==> src/rtl/rr_enc_arb4.sv <==
// Four-way round-robin arbiter with encoded grant index, bounded hold time
// and a running count of grants issued.
//
// One owner at a time: a grant is issued from IDLE one cycle after a request
// is seen, held until the owner signals done, drops its request, or exceeds
// TIMEOUT cycles, and is always followed by at least one IDLE cycle.
module rr_enc_arb4 #(
  parameter int unsigned TIMEOUT = 15
) (
  input  logic       clk,
  input  logic       rst_n,
  input  logic [3:0] req,
  input  logic       done,
  output logic [3:0] gnt,
  output logic [1:0] gnt_idx,
  output logic       gnt_valid,
  output logic       timeout_err,
  output logic [7:0] gnt_count
);

  localparam logic StIdle  = 1'b0;
  localparam logic StGrant = 1'b1;

  logic       state_q, state_d;
  logic [1:0] ptr_q, ptr_d;
  logic [7:0] hold_q, hold_d;
  logic [3:0] gnt_q, gnt_d;
  logic [1:0] idx_q, idx_d;
  logic       valid_q, valid_d;
  logic       tmo_q, tmo_d;
  logic [7:0] cnt_q, cnt_d;

  logic       win_found;
  logic [1:0] win_idx;
  logic       owner_req;
  logic       hit_limit;
  logic       release_now;

  // Rotating priority search starting just after the last winner.
  always_comb begin
    logic [1:0] cand;
    win_found = 1'b0;
    win_idx   = ptr_q;
    for (int i = 1; i <= 4; i++) begin
      cand = ptr_q + 2'(i);
      if (!win_found && req[cand]) begin
        win_found = 1'b1;
        win_idx   = cand;
      end
    end
  end

  assign owner_req   = req[idx_q];
  assign hit_limit   = (hold_q == 8'(TIMEOUT));
  assign release_now = done || !owner_req || hit_limit;

  // Next-state logic for the IDLE/GRANT controller and all registered outputs.
  always_comb begin
    state_d = state_q;
    ptr_d   = ptr_q;
    hold_d  = hold_q;
    gnt_d   = gnt_q;
    idx_d   = idx_q;
    valid_d = valid_q;
    tmo_d   = 1'b0;
    cnt_d   = cnt_q;
    case (state_q)
      StIdle: begin
        if (win_found) begin
          state_d = StGrant;
          gnt_d   = 4'b0001 << win_idx;
          idx_d   = win_idx;
          valid_d = 1'b1;
          ptr_d   = win_idx;
          hold_d  = 8'd1;
          cnt_d   = cnt_q + 8'd1;
        end
      end
      StGrant: begin
        if (release_now) begin
          state_d = StIdle;
          gnt_d   = 4'b0000;
          idx_d   = 2'b00;
          valid_d = 1'b0;
          hold_d  = 8'd0;
          // Flag only a forced release: a voluntary done or req drop wins.
          tmo_d   = hit_limit && !done && owner_req;
        end else begin
          hold_d = hold_q + 8'd1;
        end
      end
      default: state_d = StIdle;
    endcase
  end

  // State registers with synchronous active-low reset; ptr=3 gives requester 0 first priority.
  always_ff @(posedge clk) begin
    if (!rst_n) begin
      state_q <= StIdle;
      ptr_q   <= 2'd3;
      hold_q  <= 8'd0;
      gnt_q   <= 4'b0000;
      idx_q   <= 2'b00;
      valid_q <= 1'b0;
      tmo_q   <= 1'b0;
      cnt_q   <= 8'd0;
    end else begin
      state_q <= state_d;
      ptr_q   <= ptr_d;
      hold_q  <= hold_d;
      gnt_q   <= gnt_d;
      idx_q   <= idx_d;
      valid_q <= valid_d;
      tmo_q   <= tmo_d;
      cnt_q   <= cnt_d;
    end
  end

  assign gnt         = gnt_q;
  assign gnt_idx     = idx_q;
  assign gnt_valid   = valid_q;
  assign timeout_err = tmo_q;
  assign gnt_count   = cnt_q;

endmodule
==> config.mk <==
export PLATFORM = sky130hd
export DESIGN_NAME = rr_enc_arb4
export DESIGN_NICKNAME = d
export VERILOG_FILES = /design/src/rtl/rr_enc_arb4.sv
export SDC_FILE = /design/constraint.sdc
export NUM_CORES = 1
export LEC_CHECK = 0
export CAP_MARGIN = 10
export CELL_PAD_IN_SITES_DETAIL_PLACEMENT = 0
export CELL_PAD_IN_SITES_GLOBAL_PLACEMENT = 2
export CORE_MARGIN = 5
export CORE_UTILIZATION = 28
export DETAILED_ROUTE_END_ITERATION = 10
export PLACE_DENSITY_LB_ADDON = 0.1
export SYNTH_ARGS = -nofsm -noshare
export SYNTH_HDL_FRONTEND = slang
export SYNTH_SLANG_ARGS = --single-unit
==> constraint.sdc <==
create_clock -name clk -period 1.5 [get_ports clk]
set_input_delay 0.15 -clock clk [delete_from_list [all_inputs] [get_ports clk]]
set_output_delay 0.15 -clock clk [all_outputs]
set_load 0.02 [all_outputs]
**Word level (Yosys, flattened, before mapping)**

Cells that the tools add are included.

- Output and inout port bits: 16
- Input port bits: 7
- Bits in registers: 27

- Mux-type cells: 33
- Reduce and logical (&&, ||, !) cells: 15
- Magnitude comparators: 5
- Bitwise logic cells: 1
- Equal/unequal tests: 3
- Add/subtract/negate cells: 5
- Shifts and indexed selects: 1

Operators with widths:

| operator | count |
|---|---|
| $add A8 B1 Y8 const B | 2 |
| $mux W8 | 2 |
| $pmux W8 S2 | 1 |
| $lt A2 B3 Y1 const B | 5 |
| $mux W1 | 13 |
| $mux W2 | 6 |
| $bmux W1 S2 | 5 |
| $eq A8 B4 Y1 const B | 1 |
| $mux W4 | 2 |
| $pmux W4 S2 | 1 |
| $logic_and A1 B1 Y1 | 5 |
| $logic_not A1 Y1 | 5 |
| $add A2 B2 Y2 const B | 2 |
| $pmux W1 S2 | 2 |
| $pmux W2 S2 | 1 |
| $reduce_and A2 Y1 | 2 |
| $shl A1 B2 Y4 const A | 1 |
| $reduce_and A3 Y1 | 1 |
| $add A2 B1 Y2 const B | 1 |
| $logic_or A1 B1 Y1 | 2 |
| $ne A2 B1 Y1 const B | 1 |
| $ne A2 B2 Y1 const B | 1 |
| $not A1 Y1 | 1 |

**Longest topological paths before layout**

Gate-level depths: netlist of the first run.

- Word-level depth: 16
- Mapped depth: 6

**Least setup slack after synthesis of the first run**

No wires, ideal clock.

- Path kind: flip-flop to flip-flop
- Start point: register hold_q[0]
- End point: register idx_q[0] (netlist: gnt_idx[0])
- Arrival time: 1.398 ns
- Period minus slack after synthesis: 1.537 ns
- Setup time: 0.139 ns
- Buffers on the path: 0
- Path slack: -0.037 ns
- Stages on the path, launching flop included: 6
- Cells stage by stage: dfxtp_1 ha_1 and3_1 nand2_1 a21oi_1 o22ai_1

- Word-level cells in the longest chain between the ends: 4

RTL lines:

| element | line | RTL |
|---|---|---|
| start, declared | 26 | `logic [7:0] hold_q, hold_d;` |
| start signal, assigned | 110 | `hold_q <= hold_d;` |
| $eq A8 B4 Y1 | 54 | `assign hit_limit = (hold_q == 8'(TIMEOUT));` |
| $logic_or A1 B1 Y1 | 55 | `assign release_now = done \|\| !owner_req \|\| hit_limit;` |
| $ne A2 B1 Y1 (no source line) | - |  |
| $reduce_and A2 Y1 (no source line) | - |  |
| end signal, assigned | 112 | `idx_q <= idx_d;` |
| end, declared | 28 | `logic [1:0] idx_q, idx_d;` |

No other way between the ends.
A chain may end at the register's enable or synchronous reset.

**Final worst setup path of the first run**

- Start point: input port req[1]
- End point: register gnt_q[0] (netlist: gnt[0])

- Word-level cells in the longest chain between the ends: 15

RTL lines:

| element | line | RTL |
|---|---|---|
| start, declared | 12 | `input logic [3:0] req,` |
| $bmux W1 S2 | 46 | `if (!win_found && req[cand]) begin` |
| $mux W1 (implied by the code) | 46 |  |
| $mux W1 | 46 |  |
| $logic_not A1 Y1 | 46 |  |
| $logic_and A1 B1 Y1 | 46 |  |
| $mux W1 | 46 |  |
| $logic_not A1 Y1 | 46 |  |
| $logic_and A1 B1 Y1 | 46 |  |
| $mux W1 | 46 |  |
| $logic_not A1 Y1 | 46 |  |
| $logic_and A1 B1 Y1 | 46 |  |
| $mux W2 | 46 |  |
| $shl A1 B2 Y4 | 71 | `gnt_d = 4'b0001 << win_idx;` |
| $mux W4 | 69 | `if (win_found) begin` |
| $pmux W4 S2 | 67 | `case (state_q)` |
| end signal, assigned | 111 | `gnt_q <= gnt_d;` |
| end, declared | 27 | `logic [3:0] gnt_q, gnt_d;` |

Parallel ways exist; a longest one is shown, timed or not. The select of a mux whose other input is x is not followed.

==> summary.md, run 1 <==
| Metric | Value |
|---|---|
| Status | finished clean |
| Switching pwr | 0.0004579 W |
| Max-Cap Viols | 0 |
| Routed vias/inst | 5.008 |
| Critical path data required time | 1.69 ns |
| Fill cells | 445 |
| Sequential share of the synthesized area | 41.30% |
| ANT cells | 0 |
| Initial core utilization | 29.45% |
| Worst slew pin tran | 0.3426 ns |
| Clock power share | 25.8% |
| Crit Path Max Fanout | 3 |
| Placer Congestion | 0.7703 |
| Pins Over Slew Limit | 0 |
| WL/cell | 14.16 um |
| Root buffer cell | clkbuf_8 |
| Unrepaired setup endpoints after global routing | true |
| Peak VDD IR | 0.0004173 V |
| Routed wire length | 3667 um |
| Hold Path Class | register to register |
| Final hold vios | 0 |
| Crit-path cells | clkdlybuf4s50_1 -> buf_4 -> buf_4 -> nand2b_1 -> a21oi_1 -> or3_4 -> o32ai_2 |
| Yosys cell types | 38 |
| Slowest stage delay, CP | 0.44 ns |
| Critical Path Start Type | input pin |
| EDFF count, synth | 0 |
| R2R cell count | 5 |
| TritonCTS clock tree | done |
| Worst Path Arrival | 1.68 ns |
| CTS max path bufs | 2 |
| Total GRT Usage | 12.00% |
| First-pass GRT wire length | 6003 um |
| H-tree lvl count | 1 |
| Sequential Power Share | 49.1% |
| Min-delay src | gnt_valid$_SDFFE_PN0P_ |
| Most instantiated cells after synthesis | dfxtp_1 (27), nand2_1 (24), nor2_1 (9) |
| Setup CP Type | input pin to register |
| # port buffers | 22 |
| GRT Residual Overflow | 0 |
| Synth top area share | 41.30% |
| # DRC | 0 |
| Asr flop ratio synth | 0% |
| Die width | 78.37 um |
| Finish-stage setup viols | 0 |
| Top-count cell post-synth | dfxtp_1 |
| Initial antenna violation count | 0 |
| Switching share of power | 28.42% |
| Hold EP | gnt_valid$_SDFFE_PN0P_ |
| Clock latency at the later pin of the worst-skew pair | 0.27 ns |
| Num CTS Buffers | 3 |
| Clk_skew | 0.005722 ns |
| Endpoint class of the critical path | register |
| Post-synth top flop | dfxtp_1 |
| Number of DRC markers in iteration 0 | 56 |
| Core area | 4444 um2 |
| TritonRoute pass-1 iters | 4 |
| Fmax achieved | 672.1 MHz |
| Syn-to-layout area delta | 52.10% |
| Remaining antenna violation count | 0 |
| Post-synth top area cell | dfxtp_1 |
| Reg clk slew, reported paths | 0.10 ns |
| Multi-input gate area | 800.8 um2 |
| Crit-path slowest cell | clkdlybuf4s50_1 |
| HPWL after detailed placement | 2750 um |
| Int Pwr | 0.001153 W |
| Combinational share of power | 25.1% |
| R2r setup slk | 0.05 ns |
| Netlist Area Pre-Place | 1309 um2 |
| IO Pins | 23 |
| Post-route insts no fill | 259 |
| Clk sink count | 27 |
| Syn Area/Cell | 8.843 um2 |
| Fraction of layout cells with a size suffix above 1 | 30.92% |
| Placed cells | 253 |
| Seq. cell area | 544.3 um2 |
| Pwr dens | 809.3 nW/um2 |
| Nets | 217 |
| Final Critical Period | 1.488 ns |
| Synth Register Bits | 27 |
| Hold Path Cell Cnt | 2 |
| Final TNS setup | 0 ns |
| Site Rows | 24 |
| Largest net degree at the start of global routing | 17 |
| Synthesized instance count | 148 |
| Die area | 6141 um2 |
| Syn. warnings | 0 |
| Fin crit share | 99.19% |
| R2R Path Start | gnt_idx[1]$_SDFFE_PN0P_ |
| Die Y | 78.37 um |
| Vias in the first global route | 1,352 |
| Leakage | 0.8175 nW |
| Most common cell on crit path | buf_4 |
| Slew margin rel. | 76.95% |
| Via count | 1,297 |
| Post-CTS Hold Buffers | 0 |
| Syn Nets | 157 |
| Capturing point of the worst reg2reg path | hold_q[2]$_SDFFE_PN0P_ |
| Synth area leaders | dfxtp_1 (41%), nand2_1 (6.9%), nand2b_1 (3.3%) |
==> layout make-up <==
class	count	share of cell area, %
Multi-Input combinational cell	116	40.23
Sequential cell	27	27.34
Timing Repair Buffer	59	26.65
Tap cell	52	3.268
Clock buffer	3	2.074
Clock inverter	1	0.2514
Inverter	1	0.1886
==> per-layer routing <==
metal  GRT usage (%)  share of wire, %
met5               0                 0
met3           1.945               2.6
met4           4.371              0.63
met2           20.72                47
met1           15.06                49
==> registers in the layout, summed over array words and instances, names as in the netlist <==
| name | flops |
|---|---|
| gnt_count | 8 |
| hold_q | 8 |
| gnt | 4 |
| gnt_idx | 2 |
| ptr_q | 2 |
| gnt_valid | 1 |
| state_q | 1 |
| timeout_err | 1 |
==> critical path: cells and delay by family <==
kind	cells	cell delay (ns)
buffers and inverters	3	0.73
AND/OR/NAND/NOR	2	0.48
AO/OA/AOI/OAI	2	0.31
==> cell families (layout without fill, tap and decap cells) <==
group                    count (synthesis)  after routing  synth area share, %
AND/OR/NAND/NOR                         74             74                30.59
flip-flops                              27             27                41.30
XOR/XNOR                                 5              5                3.346
multiplexers                             4              4                3.059
adder cells (fa/ha/maj)                  2              2                1.912
buffers and inverters                    5             64                2.581
AO/OA/AOI/OAI                           31             31                17.21
==> cell usage in the layout (no fill, tap or decap), types with 2 or more instances in the layout <==
master,count
ha_1,2
nand3_1,5
nor3_1,2
buf_6,5
dfxtp_1,24
dfxtp_2,3
and3_1,4
nand4_1,3
nor4_1,4
o211ai_1,4
buf_4,31
nor2_1,9
a21oi_1,4
a21oi_2,2
mux2i_1,2
dlymetal6s2s_1,4
o22ai_1,3
a311oi_1,3
o21ai_0,2
nand3_2,2
a31oi_1,3
clkdlybuf4s50_1,11
or2_2,2
xnor2_1,5
clkbuf_8,3
nor3b_1,3
nand2_1,23
nand2b_1,7
dlygate4sd2_1,7
nand3b_1,2
mux2i_2,2
==> through the flow <==
stage | area [um2] | util [%] | setup WS (ns) | hold slack, ns | total power (W)
6_report | 1991 | 44.79 | 0.01218 | 0.4670 | 0.001611
5_1_grt | 1991 | 44.79 | -0.01932 | 0.5125 | 0.001709
4_1_cts | 1922 | 43.24 | 0.003849 | 0.4743 | 0.001619
3_5_place_dp | 1843 | 41.47 | -0.3610 | 0.4596 | 0.001188
3_3_place_gp | 1843 | 41.47 | -0.3293 | 0.4510 | 0.001183
2_1_floorplan | 1313 | - | 0.02442 | 0.2987 | 0.0009909
==> worst max path at each step <==
stage | start | endpoint | slack (ns) | cells after the start
after floorplan | gnt_idx[1]$_SDFFE_PN0P_ | hold_q[6]$_SDFFE_PN0P_ | 0.02 | 5
after global placement | req[3] | gnt[1]$_SDFFE_PN0P_ | -0.33 | 7
after detailed placement | req[3] | ptr_q[0]$_SDFFE_PN1P_ | -0.36 | 7
after CTS | state_q$_SDFF_PN0_ | hold_q[6]$_SDFFE_PN0P_ | 0.004 | 5
after global routing | gnt_idx[1]$_SDFFE_PN0P_ | hold_q[2]$_SDFFE_PN0P_ | -0.02 | 5
final | req[1] | gnt[0]$_SDFFE_PN0P_ | 0.01 | 7
==> power groups by stage <==
stage | registers [W] | clock network [W] | logic (W)
after floorplan | 0.000839 | 0 | 0.000152
after global placement | 0.000803 | 0 | 0.000380
after detailed placement | 0.000804 | 0 | 0.000384
after CTS | 0.000788 | 0.000439 | 0.000393
after global routing | 0.000794 | 0.000474 | 0.000441
final | 0.000790 | 0.000416 | 0.000405
==> what timing repair did <==
item / 4_1_cts / 5_1_grt
cloned: 0 / 1
endpoints found under the hold margin: 0 / 0
buffers inserted: 1 / 0
setup endpoints to repair: 17 / 20
resized for setup: 14 / 20
pin swaps: 3 / 2
(Power assumes the default switching activity.)
==> run 2: changes to the inputs <==
--- a/config.mk
+++ b/config.mk
@@ -9,7 +9,7 @@
 export CELL_PAD_IN_SITES_DETAIL_PLACEMENT = 0
 export CELL_PAD_IN_SITES_GLOBAL_PLACEMENT = 2
 export CORE_MARGIN = 5
-export CORE_UTILIZATION = 28
+export CORE_UTILIZATION = 31
 export DETAILED_ROUTE_END_ITERATION = 10
 export PLACE_DENSITY_LB_ADDON = 0.1
 export SYNTH_ARGS = -nofsm -noshare
==> constraint.sdc (replaced) <==
create_clock -name clk -period 1.7 [get_ports clk]
set_input_delay 0.17 -clock clk [delete_from_list [all_inputs] [get_ports clk]]
set_output_delay 0.17 -clock clk [all_outputs]
set_load 0.02 [all_outputs]
==> summary.md, run 2 (synthesis results as in run 1) <==
| Metric | Value |
|---|---|
| Core area | 4058 um2 |
| Unrepaired setup endpoints after global routing | false |
| Clk sink count | 27 |
| Fraction of layout cells with a size suffix above 1 | 16.75% |
| Routed vias/inst | 5.112 |
| Nets | 201 |
| Most common cell after layout, fill and taps aside | dfxtp_1 |
| Peak VDD IR | 0.0004542 V |
| Pins Over Slew Limit | 0 |
| Fin crit share | 93.73% |
| Crit-path cells | buf_4 -> clkdlybuf4s50_1 |
| Worst slew pin tran | 0.5469 ns |
| Min-delay src | gnt_valid$_SDFFE_PN0P_ |
| Fmax achieved | 627.6 MHz |
| Slowest stage delay, CP | 0.60 ns |
| CTS max path bufs | 2 |
| Post-CTS Hold Buffers | 0 |
| Hold Path Cell Cnt | 2 |
| Slew margin rel. | 63.50% |
| Routed wire length | 3299 um |
| IO Pins | 23 |
| Worst Path Arrival | 1.42 ns |
| Max-Cap Viols | 0 |
| Die width | 74.98 um |
| CP startpoint | gnt_idx[0]$_SDFFE_PN0P_ |
| ANT cells | 0 |
| Syn-to-layout area delta | 35.09% |
| Num CTS Buffers | 3 |
| First-pass GRT wire length | 5706 um |
| GRT Residual Overflow | 0 |
| Final Critical Period | 1.593 ns |
| Post-CTS Setup Bufs | 0 |
| Reg clk slew, reported paths | 0.09 ns |
| # port buffers | 22 |
| Hold Path Class | register to register |
| Setup CP Type | register to output pin |
| Initial antenna violation count | 0 |
| Number of DRC markers in iteration 0 | 61 |
| Critical path data required time | 1.53 ns |
| Pwr dens | 770.7 nW/um2 |
| Via count | 1,232 |
| Vias in the first global route | 1,218 |
| Site Rows | 23 |
| TritonRoute pass-1 iters | 4 |
| Final setup margin | 0.1065 ns |
| Fill cells | 403 |
| WL/cell | 13.69 um |
| Leakage | 0.6248 nW |
| DP Worst Slack | -0.1173 ns |
| Die area | 5621 um2 |
| H-tree lvl count | 1 |
| Total GRT Usage | 13.03% |
| Remaining antenna violation count | 0 |
| Clk_skew | 0.002106 ns |
| Placer Congestion | 0.7377 |
| Capturing point of the worst reg2reg path | hold_q[1]$_SDFFE_PN0P_ |
| Status | finished clean |
| Endpoint class of the critical path | output pin |
| Finish-stage setup viols | 0 |
| TritonCTS clock tree | done |
| Critical Path Start Type | register |
| R2R cell count | 6 |
| Commonest non-fill, non-tap cells in the layout | dfxtp_1 (27), nand2_1 (24), clkdlybuf4s50_1 (22), buf_4 (21), nor2_1 (9) |
| Crit Path Max Fanout | 3 |
| Largest net degree at the start of global routing | 17 |
| Root buffer cell | clkbuf_8 |
| HPWL after detailed placement | 2532 um |
| Initial core utilization | 32.25% |
| Crit-path slowest cell | clkdlybuf4s50_1 |
| Hold EP | gnt_valid$_SDFFE_PN0P_ |
| R2R Path Start | hold_q[0]$_SDFFE_PN0P_ |
| # DRC | 0 |
| Final hold vios | 0 |
| R2r setup slk | 0.12 ns |
| Cts repair resizes | 0 |
| Die Y | 74.98 um |
| Total power | 0.001363 W |
| Clock latency at the later pin of the worst-skew pair | 0.27 ns |
## run 2: area by class of cell
type | instances | area, um2 | share of cell area, %
flip-flops and latches | 27 | 540.5 | 30.57
clock buffers | 4 | 45.04 | 2.548
well taps | 50 | 62.56 | 3.539
inverters | 1 | 3.754 | 0.2123
repair buffers | 43 | 377.9 | 21.37
multi-input cells | 116 | 738.2 | 41.76
## run 2: critical path, delay by kind of cell, from the launching register on
kind | cells | cell delay, ns
buf+inv | 2 | 0.74
flops | 1 | 0.41
## run 2: report_power, final
| part | switching, W | internal (W) |
|---|---|---|
| combinational | 0.000151 | 0.000148 |
| sequential | 0.0000312 | 0.000669 |
| clock | 0.000196 | 0.000168 |
| total | 0.000378 | 0.000984 |
## run 2: worst max-delay path by stage
stage	slack [ns]	depth (start not counted)	to
6_report	0.11	2	gnt_idx[0]
2_1_floorplan	0.16	5	gnt_idx[0]$_SDFFE_PN0P_
3_5_place_dp	-0.12	7	gnt_count[2]$_SDFFE_PN0P_
4_1_cts	0.09	2	gnt_idx[0]
3_3_place_gp	-0.1	7	gnt_count[2]$_SDFFE_PN0P_
5_1_grt	0.005	6	ptr_q[0]$_SDFFE_PN1P_
## run 2: per-layer routing
metal | up-vias | global-route usage, % | share of wire [%]
met2 | 24 | 20.41 | 46
met4 | 0 | 2.372 | 0.58
li1 | 629 | - | -
met3 | 2 | 3.204 | 3.5
met1 | 577 | 18.34 | 50
met5 | - | 0 | 0
## run 2: stage by stage
| step | setup TNS (ns) | cell area, um2 | instances | hold WS, ns | utilization (%) |
|---|---|---|---|---|---|
| floorplan | 0 | 1309 | 148 | 0.3187 | - |
| global placement | -1.092 | 1719 | 237 | 0.4601 | 42.37 |
| detailed placement | -1.745 | 1719 | 237 | 0.4564 | 42.37 |
| CTS | 0 | 1764 | 241 | 0.4799 | 43.48 |
| global route | 0 | 1768 | 241 | 0.5028 | 43.57 |
| finish | 0 | 1768 | 241 | 0.4767 | 43.57 |
==> run 3: changes to the inputs <==
--- a/config.mk
+++ b/config.mk
@@ -9,9 +9,11 @@
 export CELL_PAD_IN_SITES_DETAIL_PLACEMENT = 0
 export CELL_PAD_IN_SITES_GLOBAL_PLACEMENT = 2
 export CORE_MARGIN = 5
-export CORE_UTILIZATION = 31
+export CORE_UTILIZATION = 36
 export DETAILED_ROUTE_END_ITERATION = 10
+export DONT_BUFFER_PORTS = 1
 export PLACE_DENSITY_LB_ADDON = 0.1
+export SLEW_MARGIN = 20
 export SYNTH_ARGS = -nofsm -noshare
 export SYNTH_HDL_FRONTEND = slang
 export SYNTH_SLANG_ARGS = --single-unit
==> summary.md, run 3 (synthesis results as in run 1) <==
| Metric | Value |
|---|---|
| Clock latency at the later pin of the worst-skew pair | 0.32 ns |
| Clk_skew | 0.005299 ns |
| IO Pins | 23 |
| Site Rows | 22 |
| Status | finished clean |
| Final hold vios | 0 |
| Critical Path Start Type | register |
| Pwr dens | 809.6 nW/um2 |
| CTS max path bufs | 2 |
| First-pass GRT wire length | 5154 um |
| Delay-heaviest family, CP | compound AO/OA/AOI/OAI gates |
| Clk sink count | 27 |
| Reg clk slew, reported paths | 0.15 ns |
| H-tree lvl count | 1 |
| # port buffers | 0 |
| Total GRT Usage | 12.67% |
| Largest net degree at the start of global routing | 17 |
| Slowest stage delay, CP | 0.40 ns |
| GRT Residual Overflow | 0 |
| ANT cells | 0 |
| Syn-to-layout area delta | 14.24% |
| Root buffer cell | clkbuf_4 |
| Fmax achieved | 627.6 MHz |
| Commonest non-fill, non-tap cells in the layout | dfxtp_1 (27), nand2_1 (24), buf_4 (16), nor2_1 (9) |
| Multi-input gate area | 734.5 um2 |
| Crit Path Max Fanout | 8 |
| Core area | 3578 um2 |
| Cts repair resizes | 0 |
| Hold Path Class | input pin to register |
| WHS | 0.04388 ns |
| Setup CP Type | register to register |
| Via count | 1,112 |
| Num CTS Buffers | 3 |
| Fraction of layout cells with a size suffix above 1 | 15.76% |
| Slew margin rel. | 65.46% |
| Peak VDD IR | 0.0003821 V |
| HPWL after detailed placement | 2236 um |
| Final Critical Period | 1.593 ns |
| Initial antenna violation count | 0 |
| Die area | 4941 um2 |
| Fin crit share | 93.73% |
| Total power | 0.001211 W |
| Crit-path slowest cell | or3b_4 |
| Finish-stage setup viols | 0 |
| Routed vias/inst | 5.221 |
| Most common cell after layout, fill and taps aside | dfxtp_1 |
| Critical path data required time | 1.93 ns |
| TritonCTS clock tree | done |
| Routed wire length | 3038 um |
| Max-Cap Viols | 0 |
| WL/cell | 14.26 um |
| Leakage | 0.5176 nW |
| Placer Congestion | 0.7952 |
| Die width | 70.30 um |
| Remaining antenna violation count | 0 |
| Crit-path cells | or3b_4 -> o22ai_4 -> buf_4 -> a31oi_1 -> a311oi_1 |
| Number of DRC markers in iteration 0 | 56 |
| Worst slew pin tran | 0.5175 ns |
| Seq. cell area | 540.5 um2 |
| Initial core utilization | 36.57% |
| Final TNS setup | 0 ns |
| Pins Over Slew Limit | 0 |
| Worst Path Arrival | 1.83 ns |
| Unrepaired setup endpoints after global routing | false |
| Endpoint class of the critical path | register |
| CP bufs+invs | 1 |
| # DRC | 0 |
| Fill cells | 385 |
| Die Y | 70.30 um |
| TritonRoute pass-1 iters | 4 |
| Nets | 175 |
| Vias in the first global route | 1,092 |
==> run 3: cell types whose count changed in the layout (fill, tap and decap cells not counted) <==
| cell | delta |
|---|---|
| dlygate4sd3_1 | +1 |
| clkbuf_8 | -3 |
| buf_4 | -5 |
| a21oi_1 | +1 |
| a21oi_2 | -1 |
| clkbuf_4 | +3 |
| clkdlybuf4s50_1 | -22 |
==> run 3: layer usage <==
layer | vias to the layer above | wire length [um] | global-route usage [%] | share of wire [%]
met5 | - | 0 | 0 | 0
met1 | 515 | 1445 | 16.87 | 48
li1 | 579 | - | - | -
met2 | 16 | 1448 | 20.48 | 48
met3 | 2 | 124 | 2.590 | 4.1
met4 | 0 | 19 | 3.830 | 0.63
==> run 3: what timing repair did <==
| item | in CTS | in global routing |
|---|---|---|
| endpoints found under the setup margin | 0 | 2 |
| setup buffers | 0 | 2 |
| hold endpoints to repair | 11 | 0 |
| hold buffers | 1 | 0 |
==> run 3: path summary, 6_finish.rpt <==
check	to	slack, ns	from	depth (start not counted)
min	gnt_valid$_SDFFE_PN0P_	0.04	rst_n	2
max reg2reg	hold_q[4]$_SDFFE_PN0P_	0.11	state_q$_SDFF_PN0_	5
min reg2reg	gnt_idx[1]$_SDFFE_PN0P_	0.51	gnt_idx[1]$_SDFFE_PN0P_	2
max	hold_q[4]$_SDFFE_PN0P_	0.11	state_q$_SDFF_PN0_	5
==> run 3: cell type report <==
| type | count | share of cell area [%] |
|---|---|---|
| inverters | 1 | 0.2510 |
| clock buffers | 4 | 1.757 |
| repair buffers | 17 | 8.703 |
| well taps | 48 | 4.017 |
| flip-flops and latches | 27 | 36.15 |
| multi-input cells | 116 | 49.12 |
==> run 3: worst register-to-register path: cells and delay by family (launching register included) <==
kind | cells | cell delay [ns]
buffers and inverters | 1 | 0.20
flip-flops | 1 | 0.38
AND/OR/NAND/NOR | 1 | 0.40
AO/OA/AOI/OAI | 3 | 0.54
==> run 3: power breakdown <==
group          switching (W)  total [W]  internal (W)
Clock               0.000190   0.000281     0.0000917
Sequential         0.0000461   0.000716      0.000670
Combinational       0.000116   0.000213     0.0000972
==> run 3: through the flow <==
step	util [%]	worst slack [ns]	instance area, um2	cells
2_1_floorplan	-	0.1630	1309	148
3_3_place_gp	40.35	0.1891	1444	206
3_5_place_dp	40.35	0.1344	1444	206
4_1_cts	41.36	0.09721	1480	211
6_report	41.78	0.1066	1495	213
5_1_grt	41.78	0.008176	1495	213
